### src/rtl/m_uart_txq.sv
// m_uart_txq: buffered UART transmitter, circular FIFO feeding a start/data/[parity]/stop frame FSM
//   w_clk, w_rst_n       clock; asynchronous active-low reset
//   w_valid_i, w_data_i  producer handshake and character (DATA_BITS wide)
//   w_ready_o            FIFO not full (from registered occupancy only)
//   w_clr_i              clears the sticky overflow flag
//   w_txd_o              registered TX line, idle high
//   w_busy_o             frame FSM not idle
//   w_count_o            FIFO occupancy
//   w_ovf_o              sticky: character offered while the FIFO was full
// Optional macro UART_PARITY_EN adds an even-parity bit after the data bits.
module m_uart_txq #(
    parameter int CLK_DIV    = 40,
    parameter int DATA_BITS  = 8,
    parameter int STOP_BITS  = 1,
    parameter int FIFO_DEPTH = 16
) (
    input  logic                          w_clk,
    input  logic                          w_rst_n,
    input  logic                          w_valid_i,
    input  logic [DATA_BITS-1:0]          w_data_i,
    output logic                          w_ready_o,
    input  logic                          w_clr_i,
    output logic                          w_txd_o,
    output logic                          w_busy_o,
    output logic [$clog2(FIFO_DEPTH):0]   w_count_o,
    output logic                          w_ovf_o
);
    localparam int AW = $clog2(FIFO_DEPTH);
    localparam int DW = $clog2(CLK_DIV);
    localparam int BW = $clog2(DATA_BITS + 1);

`ifdef UART_PARITY_EN
    typedef enum logic [2:0] {IDLE, START, DATA, PAR, STOP} state_t;
    logic par_q, par_d;
`else
    typedef enum logic [2:0] {IDLE, START, DATA, STOP} state_t;
`endif

    state_t                state_q, state_d;
    logic [DATA_BITS-1:0]  mem [FIFO_DEPTH];
    logic [AW-1:0]         wr_ptr_q, rd_ptr_q;
    logic [AW:0]           count_q;
    logic                  ovf_q, txd_q, txd_d;
    logic [DW-1:0]         baud_q, baud_d;
    logic [BW-1:0]         bit_q, bit_d;
    logic [DATA_BITS-1:0]  shift_q, shift_d;
    logic                  push, pop, tick, has, stop_end;

    assign w_ready_o = count_q != (AW+1)'(FIFO_DEPTH);
    assign push      = w_valid_i && w_ready_o;
    assign has       = count_q != '0;
    assign tick      = baud_q == DW'(CLK_DIV - 1);
    assign stop_end  = state_q == STOP && tick && bit_q == BW'(STOP_BITS - 1);
    // A new character is taken either from idle or straight out of the last stop bit,
    // so queued frames follow each other without an idle gap.
    assign pop       = has && (state_q == IDLE || stop_end);

    assign w_txd_o   = txd_q;
    assign w_busy_o  = state_q != IDLE;
    assign w_count_o = count_q;
    assign w_ovf_o   = ovf_q;

    always_comb begin
        state_d = state_q;
        txd_d   = txd_q;
        baud_d  = tick ? '0 : baud_q + 1'b1;
        bit_d   = bit_q;
        shift_d = shift_q;
`ifdef UART_PARITY_EN
        par_d   = par_q;
`endif
        case (state_q)
            IDLE: begin
                baud_d = '0;
                txd_d  = 1'b1;
            end
            START: if (tick) begin
                state_d = DATA;
                txd_d   = shift_q[0];
                shift_d = shift_q >> 1;
                bit_d   = '0;
            end
            DATA: if (tick) begin
                if (bit_q == BW'(DATA_BITS - 1)) begin
                    bit_d = '0;
`ifdef UART_PARITY_EN
                    state_d = PAR;
                    txd_d   = par_q;
`else
                    state_d = STOP;
                    txd_d   = 1'b1;
`endif
                end else begin
                    bit_d   = bit_q + 1'b1;
                    txd_d   = shift_q[0];
                    shift_d = shift_q >> 1;
                end
            end
`ifdef UART_PARITY_EN
            PAR: if (tick) begin
                state_d = STOP;
                txd_d   = 1'b1;
            end
`endif
            STOP: if (tick) begin
                bit_d   = stop_end ? '0 : bit_q + 1'b1;
                state_d = stop_end ? IDLE : STOP;
            end
            default: state_d = IDLE;
        endcase
        if (pop) begin
            state_d = START;
            txd_d   = 1'b0;
            baud_d  = '0;
            shift_d = mem[rd_ptr_q];
`ifdef UART_PARITY_EN
            par_d   = ^mem[rd_ptr_q];
`endif
        end
    end

    always_ff @(posedge w_clk or negedge w_rst_n) begin
        if (!w_rst_n) begin
            state_q  <= IDLE;
            txd_q    <= 1'b1;
            baud_q   <= '0;
            bit_q    <= '0;
            shift_q  <= '0;
            wr_ptr_q <= '0;
            rd_ptr_q <= '0;
            count_q  <= '0;
            ovf_q    <= 1'b0;
`ifdef UART_PARITY_EN
            par_q    <= 1'b0;
`endif
        end else begin
            state_q  <= state_d;
            txd_q    <= txd_d;
            baud_q   <= baud_d;
            bit_q    <= bit_d;
            shift_q  <= shift_d;
            wr_ptr_q <= wr_ptr_q + AW'(push);
            rd_ptr_q <= rd_ptr_q + AW'(pop);
            count_q  <= count_q + (AW+1)'(push) - (AW+1)'(pop);
            ovf_q    <= (w_valid_i && !w_ready_o) ? 1'b1 : w_clr_i ? 1'b0 : ovf_q;
`ifdef UART_PARITY_EN
            par_q    <= par_d;
`endif
        end
    end

    // Storage has no reset: contents are meaningless once the pointers are cleared.
    always_ff @(posedge w_clk) begin
        if (push) mem[wr_ptr_q] <= w_data_i;
    end
endmodule

### config.mk
export PLATFORM = sky130hd
export DESIGN_NAME = m_uart_txq
export DESIGN_NICKNAME = d
export VERILOG_FILES = /design/src/rtl/m_uart_txq.sv
export SDC_FILE = /design/constraint.sdc
export NUM_CORES = 1
export LEC_CHECK = 0
export ABC_AREA = 1
export CORE_UTILIZATION = 40
export CTS_CLUSTER_SIZE = 14
export DETAILED_ROUTE_END_ITERATION = 6
export PLACE_DENSITY = 0.61
export SYNTH_ARGS = -nofsm -noshare
export SYNTH_HDL_FRONTEND = slang
export SYNTH_SLANG_ARGS = --single-unit
### constraint.sdc
create_clock -name w_clk -period 3.7 [get_ports w_clk]
set_clock_uncertainty 0.1 [all_clocks]
set_input_delay 0.925 -clock w_clk [delete_from_list [all_inputs] [get_ports w_clk]]
set_output_delay 0.925 -clock w_clk [all_outputs]
set_load 0.005 [all_outputs]
==> summary.txt <==
Outcome - complete, no violations
Area growth syn-to-layout - 13.78%
Drt total wl - 16.12 mm
Bufs on Longest Clock Path - 2
Number of remaining DRC errors - 0
Cell seen most often among critical-path stages - sky130_fd_sc_hd__inv_1
Number of warnings issued by yosys - 0
Total cell area at the placement stage - 0.007770 mm2
Cell total after placement - 973
Worst setup path category - flip-flop to primary output
Final weighted congestion in routability-driven placement - 0.8455
Final worst path period share - 81.64%
Post-route setup slack - 0.6793 ns
Starting density of the core - 40.95%
Hold slack - 0.3696 ns
Number of buffer cells added on primary ports - 20
Synth Net Count - 774
Required @ worst endpoint - 2.67 ns
Type of the most critical hold path - flip-flop to flip-flop
Actual transition at the worst max-transition pin - 1.141 ns
Detailed-route via count - 4,981
Fin crit period - 3.021 ns
First-pass GRT wire length - 24.68 mm
Core ar. - 0.01802 mm2
Pwr Density - 557.1 mW/mm2
Mean number of vias per cell - 4.956
Ordered cell list for the critical path - inv_1 > ha_1 > inv_1 > clkdlybuf4s50_1
Global-route usage over all layers - 18.24%
Total CTS buffers - 17
Most common cell after layout, fill and taps aside - sky130_fd_sc_hd__nand2_1
Post-route ant nets - 0
Async set-or-reset flop fraction in the synthesized netlist - 21.47%
Die Area - 0.01900 mm2
Sequential cell area fraction in the yosys report - 63.96%
Type of destination of the critical path - primary output
Gate count of the mapped netlist - 746
Post-layout total power - 4.678 mW
Maximum number of pins on one net before global-route repair - 66
Non-Filler Cell Area, Final - 0.008398 mm2
Clock tree from TritonCTS - done
Nets@finish - 791
Highest-delay cell along the critical path - sky130_fd_sc_hd__clkdlybuf4s50_1
Overflow after GRT - 0
Sinks on Clock Net - 163
Number of buffers added for setup after CTS - 0
Number of diodes added for antenna fixing - 0
Vertical die dimension - 137.8 um
Routed length per placed instance - 16.04 um
Top library cells by usage in the layout, fill and taps aside - sky130_fd_sc_hd__nand2_1, sky130_fd_sc_hd__edfxtp_1, sky130_fd_sc_hd__nand3_1
Worst supply voltage drop on vdd - 374.3 uV
Width of the die - 137.8 um
Netlist cell types - 36
Clock insertion delay at the later pin of the skew report - 0.44 ns
Number of standard cells in the final layout excluding fillers - 1,005
Worst slack at placement - 0.6046 ns
Final Max Slew Viols - 0
Row cnt - 49
Clock Pin Slew Worst Setup and Hold Paths - 0.07 ns
Number of fill cells - 1,696
First-pass detailed-route iteration total - 5
Post-synth top flop - sky130_fd_sc_hd__edfxtp_1
Data arrival time of the critical path - 2.00 ns
CTS resizes - 0
Leakage Power - 3.585 nW
Maximum Capacitance Violations - 0
Ratio of cells with drive above 1 in the final layout - 6.830%
Final Util - 46.59%
Syn_area_per_cell - 9.894 um2
Number of buffers added to fix hold violations after cts - 0
Vias in the first global route - 4,633
Number of setup violations in the final report - 0
Count of state elements after synthesis - 163
Crit path largest cell delay - 0.55 ns
CTS root buf - sky130_fd_sc_hd__clkbuf_16
Critical path peak fanout - 6
Sum Neg Setup Slack - 0 ns
Maximum clock frequency - 0.3310 GHz
Number of hold violations in the final report - 0
HPWL Detailed - 10.24 mm
Antenna violations before repair - 0
Post-synth EDFFs - 128
Slew margin rel. - 23.86%
Worst setup SP type - flip-flop
Cell area after synthesis - 0.007381 mm2
H-tree levels - 4
Violation count after the first detailed-route iteration - 378
IO Count - 21
Unrepaired setup endpoints after global routing - false
-- state kept, by name (all words and copies together) (netlist names) --
signal     flops
baud_q         6
bit_q          4
mem          128
rd_ptr_q       4
shift_q        8
state_q        2
w_count_o      5
w_ovf_o        1
w_txd_o        1
wr_ptr_q       4
-- layer usage --
metal	track usage (%)	part of all wire, %	vias up
met2	29.92	49	114
met1	23.66	44	2376
met4	6.099	1.4	0
met5	0	0	-
met3	4.305	5.2	22
li1	-	-	2469
-- where the power goes --
group / switching (mW) / internal [mW]
registers: 0.0848 / 2.19
clock network: 0.850 / 0.981
logic: 0.363 / 0.213
total: 1.30 / 3.38
-- worst max-delay path, delay by kind of cell, from the launching register on --
family / cells / cell delay (ns)
flops: 1 / 0.42
fa+ha+maj: 1 / 0.25
buf+inv: 3 / 0.89
-- synthesized netlist by cell type, types with 2 or more instances --
library cell,number,share of area (%)
sky130_fd_sc_hd__o21ai_0,12,0.81
sky130_fd_sc_hd__xor2_1,7,0.83
sky130_fd_sc_hd__ha_1,15,2.5
sky130_fd_sc_hd__dfrtp_1,34,12
sky130_fd_sc_hd__nand4_1,2,0.17
sky130_fd_sc_hd__clkbuf_1,7,0.36
sky130_fd_sc_hd__nand3_1,107,7.3
sky130_fd_sc_hd__a21oi_1,8,0.54
sky130_fd_sc_hd__nor2_1,39,2.0
sky130_fd_sc_hd__nand2_2,3,0.25
sky130_fd_sc_hd__edfxtp_1,128,52
sky130_fd_sc_hd__inv_1,94,4.8
sky130_fd_sc_hd__buf_2,18,1.2
sky130_fd_sc_hd__nor3_1,2,0.14
sky130_fd_sc_hd__o21ai_1,2,0.14
sky130_fd_sc_hd__nand2_1,247,13
sky130_fd_sc_hd__xnor2_1,2,0.24
-- cell families after synthesis --
| logic type | share of synthesized area, % |
|---|---|
| compound gates | 2.255 |
| xor+xnor | 1.068 |
| fa+ha+maj | 2.814 |
| buf+inv | 6.662 |
| flops | 63.96 |
| simple gates | 23.24 |
-- layout make-up --
class	instances	area [um2]	share of cell area, %
clock inverter	15	202.7	2.414
inverter	96	360.3	4.291
tap	229	286.5	3.412
timing repair buffer	25	232.7	2.771
sequential	163	4722	56.23
clock buffer	17	425.4	5.066
multi-input combinational	460	2168	25.82
-- path summary, 6_finish.rpt --
kind | startpoint | end | slack, ns | cells past startpoint
worst max-delay path | state_q[0] | w_busy_o | 0.68 | 4
worst min-delay path | w_txd_o | w_txd_o | 0.37 | 2
worst max register to register | state_q[1] | w_count_o[4] | 0.81 | 14
worst min register to register | w_txd_o | w_txd_o | 0.37 | 2
max in group asynchronous | w_rst_n | rd_ptr_q[0] | 2.48 | 1
min in group asynchronous | w_rst_n | bit_q[1] | 0.46 | 1
Power figures use the tool's default switching activity.
